$ cat src/rtl/rom_readback.sv
// rom_readback: reads a contiguous SDRAM byte region as 16-bit words and streams it out low byte first.
// Optional build macro ROM_READBACK_REORDER_64_EN adds reorder_64 to undo the loader's 64-byte interleave.
module rom_readback #(
    parameter int ADDR_W = 25,
    parameter int SIZE_W = 32
) (
    input  logic              sys_clk,
    input  logic              reset_n,
    input  logic              start,
    input  logic [ADDR_W-1:0] base_addr,
    input  logic [SIZE_W-1:0] size,
`ifdef ROM_READBACK_REORDER_64_EN
    input  logic              reorder_64,
`endif
    output logic              busy,
    output logic              done,
    output logic [ADDR_W-2:0] sdr_addr,
    output logic              sdr_req,
    input  logic              sdr_rdy,
    input  logic [15:0]       sdr_q,
    output logic [7:0]        out_data,
    output logic              out_valid,
    input  logic              out_ready,
    output logic              out_last
);

    typedef enum logic [2:0] {
        S_IDLE,
        S_REQ,
        S_WAIT,
        S_LO,
        S_HI,
        S_FIN
    } state_t;

    state_t            state;
    state_t            state_next;
    logic [ADDR_W-2:0] base_q;
    logic [SIZE_W-1:0] size_q;
    logic [SIZE_W-1:0] offset;
    logic [15:0]       word_q;
    logic              zero_done;
    logic [ADDR_W-1:0] offset_a;
    logic [ADDR_W-2:0] word_off;
    logic              is_final;
    logic              accept;
    logic              unused_bits;

`ifdef ROM_READBACK_REORDER_64_EN
    logic              reorder_q;
`endif

    assign offset_a    = ADDR_W'(offset);
    assign is_final    = (offset == size_q - SIZE_W'(1));
    assign accept      = out_valid && out_ready;
    assign unused_bits = ^{base_addr[0], offset_a[0]};

    // Word offset within the region; the interleave swaps byte-offset bits so reads land in file order.
    always_comb begin
        word_off = offset_a[ADDR_W-1:1];
`ifdef ROM_READBACK_REORDER_64_EN
        if (reorder_q) begin
            word_off = {offset_a[ADDR_W-1:7], offset_a[5:2], offset_a[6], offset_a[1]};
        end
`endif
    end

    always_comb begin
        state_next = state;
        case (state)
            S_IDLE: begin
                if (start && (size != '0)) begin
                    state_next = S_REQ;
                end
            end
            S_REQ:  state_next = S_WAIT;
            S_WAIT: begin
                if (sdr_rdy) begin
                    state_next = S_LO;
                end
            end
            S_LO: begin
                if (accept) begin
                    state_next = is_final ? S_FIN : S_HI;
                end
            end
            S_HI: begin
                if (accept) begin
                    state_next = is_final ? S_FIN : S_REQ;
                end
            end
            S_FIN:   state_next = S_IDLE;
            default: state_next = S_IDLE;
        endcase
    end

    always_comb begin
        busy      = 1'b0;
        out_valid = 1'b0;
        out_data  = 8'h00;
        sdr_req   = 1'b0;
        done      = zero_done;
        case (state)
            S_REQ:  busy = 1'b1;
            S_WAIT: begin
                busy    = 1'b1;
                sdr_req = 1'b1;
            end
            S_LO: begin
                busy      = 1'b1;
                out_valid = 1'b1;
                out_data  = word_q[7:0];
            end
            S_HI: begin
                busy      = 1'b1;
                out_valid = 1'b1;
                out_data  = word_q[15:8];
            end
            S_FIN:   done = 1'b1;
            default: ;
        endcase
        out_last = out_valid && is_final;
    end

    // A zero-length request never leaves IDLE; it only produces the one-cycle done pulse.
    always_ff @(posedge sys_clk or negedge reset_n) begin
        if (!reset_n) begin
            state     <= S_IDLE;
            base_q    <= '0;
            size_q    <= '0;
            offset    <= '0;
            word_q    <= '0;
            sdr_addr  <= '0;
            zero_done <= 1'b0;
`ifdef ROM_READBACK_REORDER_64_EN
            reorder_q <= 1'b0;
`endif
        end else begin
            state     <= state_next;
            zero_done <= 1'b0;
            case (state)
                S_IDLE: begin
                    if (start) begin
                        base_q    <= base_addr[ADDR_W-1:1];
                        size_q    <= size;
                        offset    <= '0;
                        zero_done <= (size == '0);
`ifdef ROM_READBACK_REORDER_64_EN
                        reorder_q <= reorder_64;
`endif
                    end
                end
                S_REQ:  sdr_addr <= base_q + word_off;
                S_WAIT: begin
                    if (sdr_rdy) begin
                        word_q <= sdr_q;
                    end
                end
                S_LO, S_HI: begin
                    if (accept) begin
                        offset <= offset + SIZE_W'(1);
                    end
                end
                default: ;
            endcase
        end
    end

endmodule

$ cat config.mk
export PLATFORM = sky130hd
export DESIGN_NAME = rom_readback
export DESIGN_NICKNAME = d
export VERILOG_FILES = /design/src/rtl/rom_readback.sv
export SDC_FILE = /design/constraint.sdc
export NUM_CORES = 1
export LEC_CHECK = 0
export BUFFER_PORTS_ARGS = -buffer_cell sky130_fd_sc_hd__buf_2
export CAP_MARGIN = 30
export CORE_ASPECT_RATIO = 1.1
export CORE_MARGIN = 5
export CORE_UTILIZATION = 35
export DETAILED_ROUTE_END_ITERATION = 16
export PLACE_DENSITY_LB_ADDON = 0.2
export SLEW_MARGIN = 20
export SYNTH_ARGS = -nofsm -noshare
export SYNTH_HDL_FRONTEND = slang
export SYNTH_SLANG_ARGS = --single-unit
$ cat constraint.sdc
create_clock -name sys_clk -period 5.3 [get_ports sys_clk]
set_input_delay 0.795 -clock sys_clk [delete_from_list [all_inputs] [get_ports sys_clk]]
set_output_delay 0.795 -clock sys_clk [all_outputs]
set_load 0.1 [all_outputs]
=== Word-level counts from Yosys, hierarchy flattened ===
Index checks and enable logic that the tools add are counted.

* Add/subtract/negate cells: 3
* Equal/unequal tests: 12
* Multiplexer cells: 17
* Reduce and logical (&&, ||, !) cells: 13

{| class="wikitable"
|+ Operator list
! cell !! number
|-
| $mux 32 || 2
|-
| $pmux 32 s2 || 1
|-
| $add 32x1->32 const B || 1
|-
| $eq 32x32->1 || 1
|-
| $logic_not 32->1 || 1
|-
| $reduce_bool 32->1 || 1
|-
| $sub 32x1->32 const B || 1
|-
| $add 24x24->24 || 1
|-
| $pmux 8 s2 || 1
|-
| $mux 3 || 5
|-
| $pmux 3 s5 || 1
|-
| $ne 2x2->1 const B || 5
|-
| $mux 1 || 7
|-
| $eq 3x2->1 const B || 2
|-
| $eq 3x3->1 const B || 2
|-
| $reduce_and 2->1 || 2
|-
| $reduce_and 4->1 || 1
|-
| $reduce_or 4->1 || 1
|-
| $eq 3x1->1 const B || 1
|-
| $logic_and 1x1->1 || 3
|-
| $logic_not 3->1 || 1
|-
| $reduce_and 3->1 || 1
|-
| $ne 2x1->1 const B || 1
|-
| $reduce_bool 2->1 || 1
|-
| $reduce_or 2->1 || 1
|}

* Register bits: 132
* Output and inout bits: 37
* Logic and storage cells: 52

=== Longest topological paths before layout ===
* Depth in word-level cells: 6
* Gate-level depth with buffers: 12

=== Worst setup path before layout ===
OpenSTA, ideal clock, no wires.

* Kind: reg-to-output
* Start point: reg size_q[0]
* End point: out out_last
* Data arrival time: 3,986 ps
* Data required time: 4,505 ps
* Slack: 519 ps
* Cell stages (with the launch flop): 10
* Buffers on the path: 1
* Cell sequence: dfrtp_1 or4_1 clkbuf_1 or3_1 or3_1 xnor2_1 or4_1 nor3_1 o2111ai_1 nor2b_1

* Word-level cells in the longest chain between the ends: 3

{| class="wikitable"
|+ Ends and longest elaborated chain
! item !! RTL line !! RTL
|-
| start, declared || 39 || <nowiki>logic [SIZE_W-1:0] size_q;</nowiki>
|-
| start signal, assigned || 145 || <nowiki>size_q <= size;</nowiki>
|-
| $sub 32x1->32 || 54 || <nowiki>assign is_final = (offset == size_q - SIZE_W'(1));</nowiki>
|-
| $eq 32x32->1 || 54 ||
|-
| $logic_and 1x1->1 || 122 || <nowiki>out_last = out_valid && is_final;</nowiki>
|-
| end, declared || 24 || <nowiki>output logic out_last</nowiki>
|}

Every way passes these cells.

=== Worst setup path after layout ===
Same ends and word-level chain as after synthesis.

==> flow_summary.json <==
{
  "ios": 115,
  "grt_pass1_vias": 5985,
  "worstSetupEndpointType": "output port",
  "final_common_cell": "dfrtp_1",
  "cts_tree": "done",
  "fmax_mhz": 204,
  "drc": 0,
  "fp.dieH_um": 165,
  "synth_nets": 873,
  "avgRoutedWirePerCell_um": 16.0,
  "grt.met1_usage": 0.206,
  "grt_util_all_layers": 0.158,
  "dr.pass1.iters": 4,
  "path_clk_slew_ps": 60,
  "p_leak_uw": 0.00403,
  "crit_path_max_fanout": 9,
  "crit_top_cell": "or4b_1",
  "synth_top_area_frac": 0.433,
  "syn_avg_cell_area_um2": 9.92,
  "place_area_mm2": 0.00849,
  "p_per_area_mw_per_mm2": 603,
  "ys_async_sr_fraction": 1.00,
  "grt_max_degree": 94,
  "ys_types": 58,
  "n_antenna_cell": 0,
  "nFillCells": 2117,
  "synth_warnings": 0,
  "fin_util": 0.425,
  "cts.sinks": 132,
  "met3_usage": 0.0552,
  "holdBufCountCts": 0,
  "timing.final.crit_period_ps": 4910,
  "p_clk_frac": 0.220,
  "layout_common_cells": "dfrtp_1, buf_2, mux2_2",
  "post_cts_buffers": 0,
  "synthTopCellsByArea": "dfrtp_1, mux2_2, xor2_1",
  "r2r_cells": 11,
  "seqPwrFrac": 0.318,
  "cts_root_buffer": "clkbuf_16",
  "hold_viol_final": 0,
  "synth_area_mm2": 0.00763,
  "gp_congestion": 0.817,
  "areaGrowthSynthToFinish_pct": 19.2,
  "wl_um": 18800,
  "reg2reg_to": "state[2]",
  "routed_via_density": 5.01,
  "p_switching_uw": 2510,
  "htreeDepth": 4,
  "die_area_mm2": 0.0248,
  "setup_viol": 0,
  "worst_pin_slew_ps": 870,
  "timing.reg2reg.setup_slack_ps": 1920,
  "synth_edf_count": 0,
  "place_hpwl_um": 14200,
  "criticalPathCategory": "flop to output port",
  "worstSetupStartpointType": "flop",
  "critPathArrivalTime_ps": 4110,
  "die_w_um": 151,
  "clkLatencyLatePin_ps": 430,
  "antenna_left": 0,
  "clock_skew_ps": 9.81,
  "fin_area_mm2": 0.00909,
  "port_buffers": 113,
  "cp_cell_sequence": "inv_1 -> ha_1 -> or4b_1 -> or4b_1 -> and3_1 -> o31ai_1 -> o21ai_0 -> nor3_1 -> o2111ai_1 -> nor2b_1 -> buf_2",
  "outcome": "completed",
  "synth_seq_cells": 132,
  "period_share": 0.926,
  "grt.busiest_layer": "met2",
  "rows": 56,
  "cts_buffer_depth": 2,
  "final_cells": 1180,
  "numCtsBuffers": 17,
  "tns_ps": 0,
  "cts_resized": 0,
  "cap_violations": 0,
  "synth_top_area_cell": "dfrtp_1",
  "cp.required_ps": 4510,
  "internal-power_uw": 2970,
  "combPwrFrac": 0.462,
  "crit_path_top_delay_cell": "or4b_1",
  "rsz0062_at_grt": "no",
  "synth_flop_cell": "dfrtp_1",
  "seq_area_frac_synth": 0.433,
  "final_nets": 981,
  "drt_iter0_drc": 204,
  "grt_overflow": 0,
  "grt_pass1_wl_um": 30800,
  "routed-via-count": 5909,
  "drive_gt1_frac": 0.256,
  "core_mm2": 0.0214,
  "met2_usage": 0.245,
  "total_power_uw": 5480,
  "r2r-start": "size_q[0]",
  "peakVddDrop_mv": 0.371,
  "hold_class": "primary input to asynchronous set/reset pin",
  "critPathMaxStageDelay_ps": 650,
  "netlist_instances": 769,
  "antenna_found_initial": 3,
  "max_slew_margin": 0.418,
  "placed_cells": 1148,
  "sw_frac_of_total": 0.457,
  "start_util": 0.357,
  "maxSlewViolCount": 0
}
metrics by stage:
| step | hold WS [ps] | setup slack [ps] |
|---|---|---|
| after floorplan | 481 | 519 |
| after global placement | 458 | 833 |
| after detailed placement | 466 | 862 |
| after CTS | 480 | 388 |
| after global routing | 498 | 134 |
| final | 455 | 395 |
state kept, by name, indices dropped and copies added, names as in the netlist:
signal / flops
offset: 32
size_q: 32
base_q: 24
sdr_addr: 24
word_q: 16
state: 3
zero_done: 1
layer usage:
layer,up-vias,routed length (um)
met5,-,28
met4,6,298
met3,27,1470
met2,149,8300
met1,2735,8740
li1,2992,-
layout make-up:
class	instances	area [um2]	share of cell area
flip-flops and latches	132	3300	0.363
multi-input cells	586	4120	0.453
clock inverters	12	156	0.0172
clock buffers	20	447	0.0491
repair buffers	120	624	0.0687
inverters	20	75.1	0.00826
well taps	290	363	0.0399
power by group through the flow:
stage / clock network (uW) / registers [uW] / logic (uW)
global route: 1280 / 1810 / 2750
global placement: 0 / 1760 / 2530
CTS: 1230 / 1750 / 2560
finish: 1210 / 1740 / 2530
detailed placement: 0 / 1770 / 2550
floorplan: 0 / 2230 / 1560
worst max-delay path: cells and delay by family, from the launching register on:
family / cells / cell delay (ps)
DFF: 1 / 410
and+or+nand+nor: 5 / 1730
AOI/OAI and AO/OA: 3 / 840
buffers and inverters: 2 / 520
adders and majority gates: 1 / 190
cell usage after synthesis (8+ instances only):
cell      count
a21o_1        9
a21oi_1      27
a22o_1       10
a31oi_1       9
and3_1        8
clkbuf_1     24
dfrtp_1     132
ha_1         25
inv_1        20
mux2_2       68
nand2_1      63
nand2b_1      8
nand3_1      29
nand4_1      18
nor2_1       54
nor3_1       18
nor4_1       13
o21ai_0      48
or3_1        17
xnor2_1      42
xor2_1       43
worst max path at each step:
stage,startpoint,end,slack [ps]
finish,size_q[0],out_last,390
global route,size_q[0],out_last,130
CTS,size_q[0],out_last,390
detailed placement,size_q[0],out_last,860
global placement,size_q[0],out_last,830
floorplan,size_q[0],out_last,520
cell families (layout without fill, tap and decap cells):
group / count (synthesis) / after routing / share of synthesized area
multiplexers: 70 / 70 / 0.103
AO/OA/AOI/OAI: 141 / 141 / 0.117
adder cells (fa/ha/maj): 26 / 26 / 0.0436
AND/OR/NAND/NOR: 264 / 264 / 0.178
XOR/XNOR: 85 / 85 / 0.0976
flip-flops: 132 / 132 / 0.433
buffers and inverters: 51 / 172 / 0.0277
Power figures use the tool's default switching activity.
